$ cat src/rtl/histogram_denetleyici.sv
`default_nettype none
// ============================================================================
//  Module   : histogram_denetleyici
//  Purpose  : Run sequencer for the 256-bin histogram engine. Clears the
//             engine, streams a frame of pixels from image RAM through a
//             valid/ready handshake, copies the 256 result words into the
//             result RAM and checks bin order and total count.
//  Revision : 1.0  initial release
// ============================================================================
module histogram_denetleyici #(
    parameter int PIKSEL_SAYISI = 76800,
    parameter int ADR_W         = 17,
    parameter int ZAMAN_ASIMI   = 1024
) (
    input  logic             clk_i,
    input  logic             rst_i,
    input  logic             baslat_i,
    output logic             mesgul_o,
    output logic             bitti_o,
    output logic             hata_o,
    output logic             mem_oku_o,
    output logic [ADR_W-1:0] mem_adr_o,
    input  logic [7:0]       mem_veri_i,
    output logic             hist_temizle_o,
    output logic [7:0]       hist_veri_o,
    output logic             hist_gecerli_o,
    input  logic             hist_hazir_i,
    output logic             hist_oku_o,
    input  logic [31:0]      hist_sonuc_i,
    input  logic             hist_sonuc_gecerli_i,
    output logic             sonuc_yaz_o,
    output logic [7:0]       sonuc_adr_o,
    output logic [31:0]      sonuc_veri_o
);

    // Timeout counter only has to reach ZAMAN_ASIMI-1.
    localparam int                c_ZA_W       = (ZAMAN_ASIMI > 1) ? $clog2(ZAMAN_ASIMI) : 1;
    localparam logic [c_ZA_W-1:0] c_ZA_SON     = c_ZA_W'(ZAMAN_ASIMI - 1);
    localparam logic [ADR_W-1:0]  c_PIKSEL_SON = ADR_W'(PIKSEL_SAYISI - 1);
    localparam logic [31:0]       c_TOPLAM     = 32'(PIKSEL_SAYISI);

    typedef enum logic [2:0] {
        BOSTA   = 3'd0,
        TEMIZLE = 3'd1,
        OKU     = 3'd2,
        BEKLE   = 3'd3,
        GONDER  = 3'd4,
        TOPLA   = 3'd5,
        KONTROL = 3'd6,
        BITTI   = 3'd7
    } durum_t;

    durum_t              r_durum;
    durum_t              w_durum_sonraki;

    logic [ADR_W-1:0]    r_piksel;
    logic [8:0]          r_bin;
    logic [31:0]         r_toplam;
    logic [c_ZA_W-1:0]   r_zaman;
    logic                r_hata;
    logic [7:0]          r_hist_veri;
    logic                r_hist_gecerli;
    logic                r_sonuc_yaz;
    logic [7:0]          r_sonuc_adr;
    logic [31:0]         r_sonuc_veri;

    logic                w_el_sikisma;
    logic                w_sonuc_al;
    logic                w_zaman_doldu;
    logic [8:0]          w_bin_art;

    // Progress events: a pixel accepted in GONDER, a result word taken in TOPLA.
    assign w_el_sikisma  = (r_durum == GONDER) && r_hist_gecerli && hist_hazir_i;
    assign w_sonuc_al    = (r_durum == TOPLA) && hist_sonuc_gecerli_i;
    assign w_zaman_doldu = (r_zaman == c_ZA_SON);
    // Bit 8 of the incremented bin counter marks the 256th word.
    assign w_bin_art     = r_bin + 9'd1;

    assign mesgul_o       = (r_durum != BOSTA);
    assign bitti_o        = (r_durum == BITTI);
    assign hata_o         = r_hata;
    assign mem_oku_o      = (r_durum == OKU);
    // Address is gated so the counter's final value never appears on the bus.
    assign mem_adr_o      = (r_durum == OKU) ? r_piksel : '0;
    assign hist_temizle_o = (r_durum == TEMIZLE);
    assign hist_veri_o    = r_hist_veri;
    assign hist_gecerli_o = r_hist_gecerli;
    assign hist_oku_o     = (r_durum == TOPLA);
    assign sonuc_yaz_o    = r_sonuc_yaz;
    assign sonuc_adr_o    = r_sonuc_adr;
    assign sonuc_veri_o   = r_sonuc_veri;

    // State register.
    always_ff @(posedge clk_i) begin
        if (rst_i) begin
            r_durum <= BOSTA;
        end else begin
            r_durum <= w_durum_sonraki;
        end
    end

    // Next-state decode; a handshake or result word beats a timeout in the same cycle.
    always_comb begin
        w_durum_sonraki = r_durum;
        case (r_durum)
            BOSTA:   if (baslat_i) w_durum_sonraki = TEMIZLE;
            TEMIZLE: w_durum_sonraki = OKU;
            OKU:     w_durum_sonraki = BEKLE;
            BEKLE:   w_durum_sonraki = GONDER;
            GONDER: begin
                if (w_el_sikisma) begin
                    w_durum_sonraki = (r_piksel == c_PIKSEL_SON) ? TOPLA : OKU;
                end else if (w_zaman_doldu) begin
                    w_durum_sonraki = BITTI;
                end
            end
            TOPLA: begin
                if (w_sonuc_al) begin
                    if (w_bin_art[8]) w_durum_sonraki = KONTROL;
                end else if (w_zaman_doldu) begin
                    w_durum_sonraki = BITTI;
                end
            end
            KONTROL: w_durum_sonraki = BITTI;
            BITTI:   w_durum_sonraki = BOSTA;
            default: w_durum_sonraki = BOSTA;
        endcase
    end

    // Datapath: counters, pixel holding register, result write port and error flag.
    always_ff @(posedge clk_i) begin
        if (rst_i) begin
            r_piksel       <= '0;
            r_bin          <= '0;
            r_toplam       <= '0;
            r_zaman        <= '0;
            r_hata         <= 1'b0;
            r_hist_veri    <= '0;
            r_hist_gecerli <= 1'b0;
            r_sonuc_yaz    <= 1'b0;
            r_sonuc_adr    <= '0;
            r_sonuc_veri   <= '0;
        end else begin
            r_sonuc_yaz <= w_sonuc_al;
            if (w_sonuc_al) begin
                r_sonuc_adr  <= r_bin[7:0];
                r_sonuc_veri <= hist_sonuc_i;
            end

            case (r_durum)
                BOSTA: begin
                    if (baslat_i) begin
                        r_hata   <= 1'b0;
                        r_piksel <= '0;
                        r_bin    <= '0;
                        r_toplam <= '0;
                        r_zaman  <= '0;
                    end
                end
                BEKLE: begin
                    r_hist_veri    <= mem_veri_i;
                    r_hist_gecerli <= 1'b1;
                end
                GONDER: begin
                    if (w_el_sikisma) begin
                        r_hist_gecerli <= 1'b0;
                        r_piksel       <= r_piksel + 1'b1;
                        r_zaman        <= '0;
                    end else if (w_zaman_doldu) begin
                        r_hata         <= 1'b1;
                        r_hist_gecerli <= 1'b0;
                    end else begin
                        r_zaman <= r_zaman + 1'b1;
                    end
                end
                TOPLA: begin
                    if (w_sonuc_al) begin
                        r_toplam <= r_toplam + {8'd0, hist_sonuc_i[23:0]};
                        // Out-of-order index flags an error; the word is still stored.
                        if (hist_sonuc_i[31:24] != r_bin[7:0]) r_hata <= 1'b1;
                        r_bin   <= w_bin_art;
                        r_zaman <= '0;
                    end else if (w_zaman_doldu) begin
                        r_hata <= 1'b1;
                    end else begin
                        r_zaman <= r_zaman + 1'b1;
                    end
                end
                KONTROL: begin
                    if (r_toplam != c_TOPLAM) r_hata <= 1'b1;
                end
                default: ;
            endcase
        end
    end

endmodule
`default_nettype wire

$ cat config.mk
export PLATFORM = sky130hd
export DESIGN_NAME = histogram_denetleyici
export DESIGN_NICKNAME = d
export VERILOG_FILES = /design/src/rtl/histogram_denetleyici.sv
export SDC_FILE = /design/constraint.sdc
export NUM_CORES = 1
export LEC_CHECK = 0
export CELL_PAD_IN_SITES_DETAIL_PLACEMENT = 1
export CELL_PAD_IN_SITES_GLOBAL_PLACEMENT = 1
export CORE_MARGIN = 4
export CORE_UTILIZATION = 38
export CTS_CLUSTER_SIZE = 12
export DETAILED_ROUTE_END_ITERATION = 10
export PLACE_DENSITY = 0.85
export SYNTH_ARGS = -nofsm -noshare
export SYNTH_HDL_FRONTEND = slang
export SYNTH_SLANG_ARGS = --single-unit
$ cat constraint.sdc
create_clock -name clk_i -period 2.8 [get_ports clk_i]
set_input_delay 0.56 -clock clk_i [delete_from_list [all_inputs] [get_ports clk_i]]
set_output_delay 0.56 -clock clk_i [all_outputs]
set_load 0.005 [all_outputs]
# After elaboration in Yosys (flattened, before gate mapping)
# Index checks and enable logic that the tools add are counted.
# Widths: inputs -> output; s select.
[totals]
wordCells = 82
ff_bits = 122
output_inout_bits = 73
input_bits = 45
[classes]
n_eq_ne = 19
n_addsub = 4
n_reduce_logical = 16
n_mux = 32
[op_table]
columns = ["cell", "n"]
rows = [
  ["$mux 32", 2],
  ["$pmux 32 s2", 1],
  ["$mux 17", 3],
  ["$mux 10", 4],
  ["$pmux 17 s2", 1],
  ["$add 32x24->32", 1],
  ["$ne 32x17->1 const B", 1],
  ["$pmux 10 s3", 1],
  ["$pmux 3 s8", 1],
  ["$mux 3", 6],
  ["$mux 9", 2],
  ["$pmux 9 s2", 1],
  ["$add 17x1->17 const B", 1],
  ["$eq 17x17->1 const B", 1],
  ["$eq 3x3->1 const B", 4],
  ["$add 10x1->10 const B", 1],
  ["$eq 10x10->1 const B", 1],
  ["$add 9x1->9 const B", 1],
  ["$mux 1", 8],
  ["$ne 2x2->1 const B", 4],
  ["$ne 8x8->1", 1],
  ["$eq 3x2->1 const B", 2],
  ["$ne 3x2->1 const B", 2],
  ["$reduce_and 2->1", 3],
  ["other kinds (12)", 18],
]

# Longest topological paths before layout
# Gate-level depths: netlist of the first run.
[logic_depth]
depth_word = 5
mapped_depth = 9
depth_no_buf = 9

# Worst setup path before layout of the first run
# No wires, ideal clock.
[synth_path]
kind = "in2reg"
from = "in hist_sonuc_i[0]"
to = "reg r_toplam[20]"
path_slack_ns = 0.220
path_buffers = 0
t_arrival_ns = 2.494
path_stages = 9
setup_time_ns = 0.086
required_ns = 2.714
cell_sequence = "ha_1 fa_1 a21oi_1 o211ai_1 a21oi_1 nor3_1 o32a_1 xnor2_1 a211oi_1"
[synth_via]
elab_chain_cells = 3
[synth_lines]
columns = ["item", "line_no", "source"]
rows = [
  ["start: declaration", "29", "input logic [31:0] hist_sonuc_i,"],
  ["$add 32x24->32", "178", "r_toplam <= r_toplam + {8'd0, hist_sonuc_i[23:0]};"],
  ["$mux 32", "177", "if (w_sonuc_al) begin"],
  ["$pmux 32 s2", "150", "case (r_durum)"],
  ["end signal: assignment", "178", ""],
  ["end: declaration", "58", "logic [31:0] r_toplam;"],
]
# No other way between the ends. The select of a mux whose other input is x is not followed.
# A chain may end at the register's enable or synchronous reset.

# Final worst setup path of the first run
[layout_path]
from = "reg r_durum[0]"
to = "out hist_oku_o"
[layout_via]
elab_chain_cells = 1
[layout_lines]
columns = ["item", "line_no", "source"]
rows = [
  ["start: declaration", "53", "durum_t r_durum;"],
  ["start signal: assignment", "98", "r_durum <= w_durum_sonraki;"],
  ["$eq 3x3->1", "88", "assign hist_oku_o = (r_durum == TOPLA);"],
  ["end: declaration", "28", "output logic hist_oku_o,"],
]
# No other way between the ends.

==> summary.txt, run 1 <==
Placed design
  – Port Buf Inserts: 117
  – Dpl ws: -0.399 ns
  – DP Wirelength: 15,700 µm
  – Final Wtd Congestion: 0.930

Global route
  – Pin count of the biggest net entering global routing: 71
  – Gr ovfl total: 0
  – First-pass GRT wire length: 36,600 µm
  – Via count of the first global-routing pass: 7,069
  – Gr usage total: 24.8%
  – Initial antenna violation count: 0

STA
  – Final worst slack: 0.0528 ns
  – Least-Margin Pin Slew: 0.780 ns
  – Max Fclk: 0.364 GHz
  – Smallest hold slack: 0.452 ns
  – Fin crit share: 98.1%
  – Tmin final: 2.75 ns
  – Slew HR: 48.0%
  – Clk_skew: 0.00910 ns
  – Pins over their slew limit: 0
  – Count of final setup violators: 0
  – Final hold vios: 0

Clock network
  – Clk_lat worst skew: 0.43 ns
  – Post-CTS Hold Fix Bufs: 0
  – Clk root buf: clkbuf_16
  – Maximum clock path buffer count: 2
  – CTS tree: done
  – CTS Buf Count: 17
  – H-tree levels: 4
  – CTS Sinks: 122
  – CTS clock-pin slew for the worst setup and hold paths: 0.06 ns

Outcome
  – Outcome: finished clean

Routing
  – Vias per cell: 5.56
  – Drt wl/cell: 19.0 µm
  – DR pass1 iterations: 5
  – 1st-iter DRT viols: 444
  – Final wirelength: 23,100 µm
  – Vias after detailed routing: 6,745
  – # DRC: 0
  – Remaining antenna violation count after routing: 0

Layout
  – Fin util: 55.8%
  – Layout area overhead: 42.8%
  – Fill cells: 1,890
  – Nets: 1,058
  – N_diodes: 0
  – Layout cells sized above 1: 13.0%

Floorplan
  – Row Count: 46
  – Core Region: 16,100 µm²
  – Die W: 137 µm
  – Starting density of the core: 39.1%
  – Die Area: 18,600 µm²
  – Ports: 118
  – Die height: 137 µm

Logic synthesis
  – Post-synth top flop: dfxtp_1
  – Compound-Gate Fraction of Synth Area: 19.4%
  – Sequential share of the synthesized area: 38.9%
  – Post-synth EDFFs: 0
  – Async set or reset register ratio after synthesis: 0%
  – Multiplexer share of the synthesized area: 0.319%
  – Yosys top cell area share: 38.9%
  – Simple-gate area share of the yosys netlist: 26.7%
  – Ys Warns: 0
  – Cell count after synthesis: 803
  – Main combinational cell family by area after synthesis: simple AND/OR/NAND/NOR gates
  – Mapped Area: 6280 µm²
  – Area contributors post-synth: dfxtp_1 (39%), nand2_1 (9.7%), a21oi_1 (8.0%)
  – Yosys reg bits: 122
  – Post-synthesis adder-cell area fraction: 5.70%
  – Mean Syn Cell Area: 7.82 µm²
  – Cell variety after synth: 60
  – Post-Synth XOR/XNOR Area: 6.28%
  – Yosys top cell by area: dfxtp_1
  – Synth Net Count: 876

Pwr
  – Comb power frac: 12.2%
  – P_sw: 1.22 mW
  – Worst IR drop on VDD: 0.426 mV
  – Static Leak: 3.39 nW
  – PwrDens: 570 nW/µm²
  – Reg power frac: 35.2%
  – Switch share: 24.0%
  – Clk network pwr share: 52.7%
  – Internal power: 3.88 mW

Critical path
  – Slowest cell on the critical path: dfxtp_1
  – CP max stage delay: 0.65 ns
  – CP Cell Sequence: nand2_1, nor2_1, clkdlybuf4s50_1
  – Setup Crit Path Kind: reg -> out
  – CP endpoint kind: primary output
  – Critical path arrival: 2.19 ns
  – WP buf/inv: 1
  – Required @ worst endpoint: 2.24 ns
  – Max FO, Critical Path: 14
  – Kind of start point of the critical path: flip-flop
  – Crit-path leading delay family: flip-flops
  – R2r setup slk: 0.28 ns

Flow run
  – Max cap viols: 0

Hold path
  – Hold Crit Class: reg -> reg
-- kinds of logic (layout without fill, tap and decap cells) --
family,count (synthesis),in the layout
and+or+nand+nor,359,359
muxes,2,2
buffers and inverters,44,239
AOI/OAI and AO/OA,203,203
DFF,122,122
xor gates and xnor gates,45,45
adders and majority gates,28,28
-- state kept, by name, summed over array words and instances, names as in the netlist --
name	flops
r_durum	3
sonuc_yaz_o	1
r_bin	9
r_piksel	17
sonuc_veri_o	32
hist_gecerli_o	1
r_toplam	32
r_zaman	10
sonuc_adr_o	8
hata_o	1
hist_veri_o	8
-- layout make-up --
cell class	instances	area [µm²]	area share, %
well taps	216	270	3.02
clock buffers	20	467	5.21
repair buffers	198	1790	20.0
clock inverters	12	241	2.69
multi-input cells	637	3720	41.5
inverters	9	33.8	0.377
flip-flops and latches	122	2440	27.3
-- cells in the final DEF (no fill, tap or decap), drive strengths merged, types with 3 or more instances in the layout --
cell / instances
a211oi: 5
a21o: 7
a21oi: 101
a22o: 5
a22oi: 12
a31oi: 4
a32o: 3
and2: 20
and3: 12
buf: 82
bufinv: 7
clkbuf: 20
clkdlybuf4s50: 115
clkinv: 4
dfxtp: 122
ha: 27
inv: 9
nand2: 162
nand3: 12
nand4: 17
nor2: 70
nor2b: 5
nor3: 14
nor3b: 4
nor4: 8
nor4b: 4
o21a: 5
o21ai: 39
or2: 3
or3: 16
xnor2: 21
xor2: 24
-- worst register-to-register path, cell delays in order (launching register included) --
cell	delay (ns)
dfxtp_1	0.41
ha_2	0.25
fa_2	0.24
a21oi_2	0.08
o211ai_1	0.17
a21oi_1	0.09
buf_4	0.15
o21a_1	0.21
o31a_1	0.39
or3_1	0.33
a21oi_1	0.14
-- power by group through the flow --
stage                     registers (mW)  clock network, mW  logic (mW)
after detailed placement            1.83                  0       0.593
final                               1.80               2.69       0.621
after floorplan                     1.81                  0       0.302
after global placement              1.83                  0       0.574
after global routing                1.80               2.79       0.672
after CTS                           1.79               2.70       0.610
-- worst paths after layout --
kind	start	endpoint	depth (start not counted)
min	sonuc_veri_o[2]$_SDFFE_PP0P_	sonuc_veri_o[2]$_SDFFE_PP0P_	2
min reg2reg	sonuc_veri_o[2]$_SDFFE_PP0P_	sonuc_veri_o[2]$_SDFFE_PP0P_	2
max reg2reg	r_toplam[0]$_SDFFE_PP0P_	r_toplam[26]$_SDFFE_PP0P_	10
max	r_durum[0]$_SDFFE_PP0P_	hist_oku_o	3
-- synthesized netlist by cell type (5+ instances only) --
cell	count
a21oi_1	100
a21o_1	7
nor3_1	14
ha_1	27
inv_1	9
or3_1	16
nor2_1	70
nor2b_1	5
and2_1	20
nand4_1	17
a22oi_1	12
a22o_1	5
nand3_1	12
and3_1	12
dfxtp_1	122
clkbuf_1	33
a211oi_1	5
xor2_1	24
nor4_1	8
xnor2_1	21
o21a_1	5
o21ai_0	39
nand2_1	162
-- per-layer routing --
| layer | part of all wire (%) | wire, µm | global-route usage [%] |
|---|---|---|---|
| met1 | 41 | 9520 | 29.2 |
| met2 | 51 | 11900 | 44.3 |
| met3 | 4.2 | 966 | 4.56 |
| met4 | 3.2 | 735 | 10.1 |
| met5 | 0 | 0 | 0 |
-- what timing repair did --
item | 4_1_cts | 5_1_grt
setup endpoints to repair | 0 | 15
resized for setup | 0 | 11
buffers inserted | 0 | 2
-- stage by stage --
step / total power, mW / std cells / cell area (µm²) / TNS (ns)
after detailed placement: 2.42 / 1180 / 8190 / -5.18
final: 5.11 / 1214 / 8960 / 0
after floorplan: 2.12 / 803 / 6280 / 0
after global placement: 2.40 / 1180 / 8190 / -3.81
after CTS: 5.11 / 1212 / 8900 / 0
after global routing: 5.26 / 1214 / 8960 / -0.00157
(Power assumes the default switching activity.)
==> run 2, diff against run 1 <==
CORE_ASPECT_RATIO = 0.9   (was default)
==> run 2 against run 1 <==
Against the previous run:
- fmax increased by 0.80%
- largest cell class unchanged
- critical endpoint is now r_toplam[31]$_SDFFE_PP0P_
- critical path depth is 6 higher
- global-route usage fell by 0.71 points
==> summary.txt, run 2 (synthesis results as in run 1) <==
STA
  – Pins over their slew limit: 0 (unchanged)
  – Count of final setup violators: 0 (unchanged)
  – Slew HR: 46.1% (-1.8 points)
  – Fin crit share: 97.3% (-0.78 points)
  – Least-Margin Pin Slew: 0.808 ns (+0.0275 ns)
  – RSZ-0062 raised after global routing: no
  – Clk_skew: 0.0109 ns (+0.00180 ns)
  – Tmin final: 2.73 ns (-0.0219 ns)
  – Smallest hold slack: 0.441 ns (-0.0111 ns)
  – Max Fclk: 0.367 GHz (+0.80%)
  – Final hold vios: 0 (unchanged)

Pwr
  – Worst IR drop on VDD: 0.456 mV (+7.1%)
  – Internal power: 3.95 mW (+1.7%)
  – Clk network pwr share: 53.0% (+0.3 points)
  – Static Leak: 3.44 nW (+1.5%)
  – Comb power frac: 12.2% (about the same)
  – P_sw: 1.20 mW (-1.6%)
  – PwrDens: 569 nW/µm² (-0.20%)
  – Reg power frac: 34.8% (-0.4 points)
  – Switch share: 23.4% (-0.60 points)

Global route
  – First-pass GRT wire length: 35,800 µm (-2.0%)
  – Gr usage total: 24.1% (-0.71 points)
  – Gr ovfl total: 0 (unchanged)
  – Initial antenna violation count: 0 (unchanged)
  – Pin count of the biggest net entering global routing: 71 (unchanged)
  – Via count of the first global-routing pass: 6,851 (-3.1%)

Layout
  – Most common cell after layout, fill and taps aside: nand2_1
  – Layout cells sized above 1: 13.7% (+0.65 points)
  – Multi-input logic area: 3760 µm² (+1.2%)
  – Most frequent cells in the layout: nand2_1 (162), dfxtp_1 (121), clkdlybuf4s50_1 (113), a21oi_1 (98), buf_4 (84)
  – N_diodes: 0 (unchanged)
  – Reg area: 2440 µm² (unchanged)
  – Fin util: 56.0% (+0.18 points)
  – Layout area overhead: 44.4%
  – Fill cells: 1,972 (+4.3%)
  – Nets: 1,063 (+0.47%)

Routing
  – Drt wl/cell: 18.7 µm (-1.8%)
  – Remaining antenna violation count after routing: 0 (unchanged)
  – DR pass1 iterations: 5 (unchanged)
  – Vias per cell: 5.60 (+0.77%)
  – # DRC: 0 (unchanged)
  – 1st-iter DRT viols: 486 (+9.5%)
  – Vias after detailed routing: 6,769 (+0.36%)
  – Final wirelength: 22,600 µm (-2.2%)

Placed design
  – DP Wirelength: 15,200 µm (-3.5%)
  – Final Wtd Congestion: 0.850 (-8.6%)
  – Port Buf Inserts: 117 (unchanged)

Clock network
  – Clk_lat worst skew: 0.43 ns (about the same)
  – H-tree levels: 4 (unchanged)
  – Post-CTS Hold Fix Bufs: 0 (unchanged)
  – Clk root buf: clkbuf_16
  – CTS Sinks: 122 (unchanged)
  – CTS Buf Count: 17 (unchanged)
  – CTS clock-pin slew for the worst setup and hold paths: 0.06 ns (about the same)
  – Maximum clock path buffer count: 2 (unchanged)
  – CTS tree: done

Hold path
  – WHS Endpoint: sonuc_veri_o[0]$_SDFFE_PP0P_
  – Hold Crit Class: in -> reg
  – Hold_sp: hist_sonuc_i[0]
  – Worst Hold Depth: 3 (+1)

Critical path
  – RR Startpoint: r_toplam[0]$_SDFFE_PP0P_
  – Max FO, Critical Path: 7 (-7)
  – Setup Crit Path Kind: in -> reg
  – CP endpoint kind: flip-flop
  – Crit Reg-Reg Endpoint: r_toplam[26]$_SDFFE_PP0P_
  – R2r setup slk: 0.25 ns (-0.03 ns)
  – Kind of start point of the critical path: primary input
  – Critical path arrival: 3.06 ns (+0.87 ns)
  – Required @ worst endpoint: 3.14 ns (+0.90 ns)
  – Cells on worst reg2reg path: 10 (unchanged)

Flow run
  – Max cap viols: 0 (unchanged)

Floorplan
  – Row Count: 44 (-4.3%)
  – Core Region: 16,200 µm² (+0.79%)
  – Starting density of the core: 38.8% (-0.31 points)
  – Ports: 118 (unchanged)
  – Die Area: 18,600 µm² (about the same)
  – Die W: 143 µm (+5.1%)
  – Die height: 130 µm (-4.8%)

Outcome
  – Outcome: finished clean
## run 2: cell types whose count changed in the layout (fill, tap and decap cells not counted), sizes merged
cell,change
clkdlybuf4s50,-2
dlymetal6s2s,+2
clkbuf,-1
clkinvlp,-1
bufinv,+1
buf,+5
## run 2: metrics by stage
step	std cells	setup slack [ns]	instance area (µm²)	power [mW]	setup TNS [ns]
floorplan	803	0.220	6280	2.12	0
global placement	1175	-0.325	8230	2.40	-3.39
detailed placement	1175	-0.360	8230	2.42	-4.80
CTS	1206	0.0390	8950	5.16	0
global route	1209	0.00681	9060	5.33	0
finish	1209	0.0747	9060	5.15	0
## run 2: critical path, stage by stage
cell and delay [ns]:
clkdlybuf4s50_1 0.42, ha_1 0.35, a21oi_1 0.20, o21ai_0 0.17, a221oi_1 0.41, a21oi_1 0.18, a21oi_2 0.31, or3b_1 0.20
mux2i_1 0.25
## run 2: power by group through the flow
stage	sequential [mW]	clock, mW	combinational, mW
after floorplan	1.81	0	0.302
after global placement	1.83	0	0.572
after detailed placement	1.83	0	0.589
after CTS	1.79	2.76	0.606
after global routing	1.80	2.85	0.682
final	1.79	2.73	0.630
## run 2: worst max-delay path by stage
stage | slack, ns | from | endpoint | cells after the start
detailed placement | -0.36 | hist_sonuc_i[0] | r_toplam[20]$_SDFFE_PP0P_ | 11
floorplan | 0.22 | hist_sonuc_i[0] | r_toplam[20]$_SDFFE_PP0P_ | 9
global route | 0.007 | hist_sonuc_i[16] | r_toplam[31]$_SDFFE_PP0P_ | 9
global placement | -0.33 | hist_sonuc_i[0] | r_toplam[20]$_SDFFE_PP0P_ | 11
finish | 0.07 | hist_sonuc_i[16] | r_toplam[31]$_SDFFE_PP0P_ | 9
CTS | 0.04 | hist_sonuc_i[0] | r_toplam[20]$_SDFFE_PP0P_ | 11
## run 2: final cells by class
type                    instances  share of cell area [%]
multi-input cells             637                    41.5
flip-flops and latches        122                    27.0
repair buffers                203                    20.3
clock buffers                  19                    5.00
clock inverters                12                    2.95
well taps                     207                    2.86
inverters                       9                   0.373
## run 2: routing by layer
metal	global-route usage (%)	up-vias	wire length [µm]
li1	-	3216	-
met1	31.2	3289	9950
met2	39.0	221	10700
met3	6.93	43	1480
met4	7.53	0	423
met5	0	-	0
## run 2: repair_timing
action	CTS	global route
resized for setup	2	16
endpoints found under the setup margin	2	7
cloned	0	0
setup buffers	0	3
pin swaps	0	7
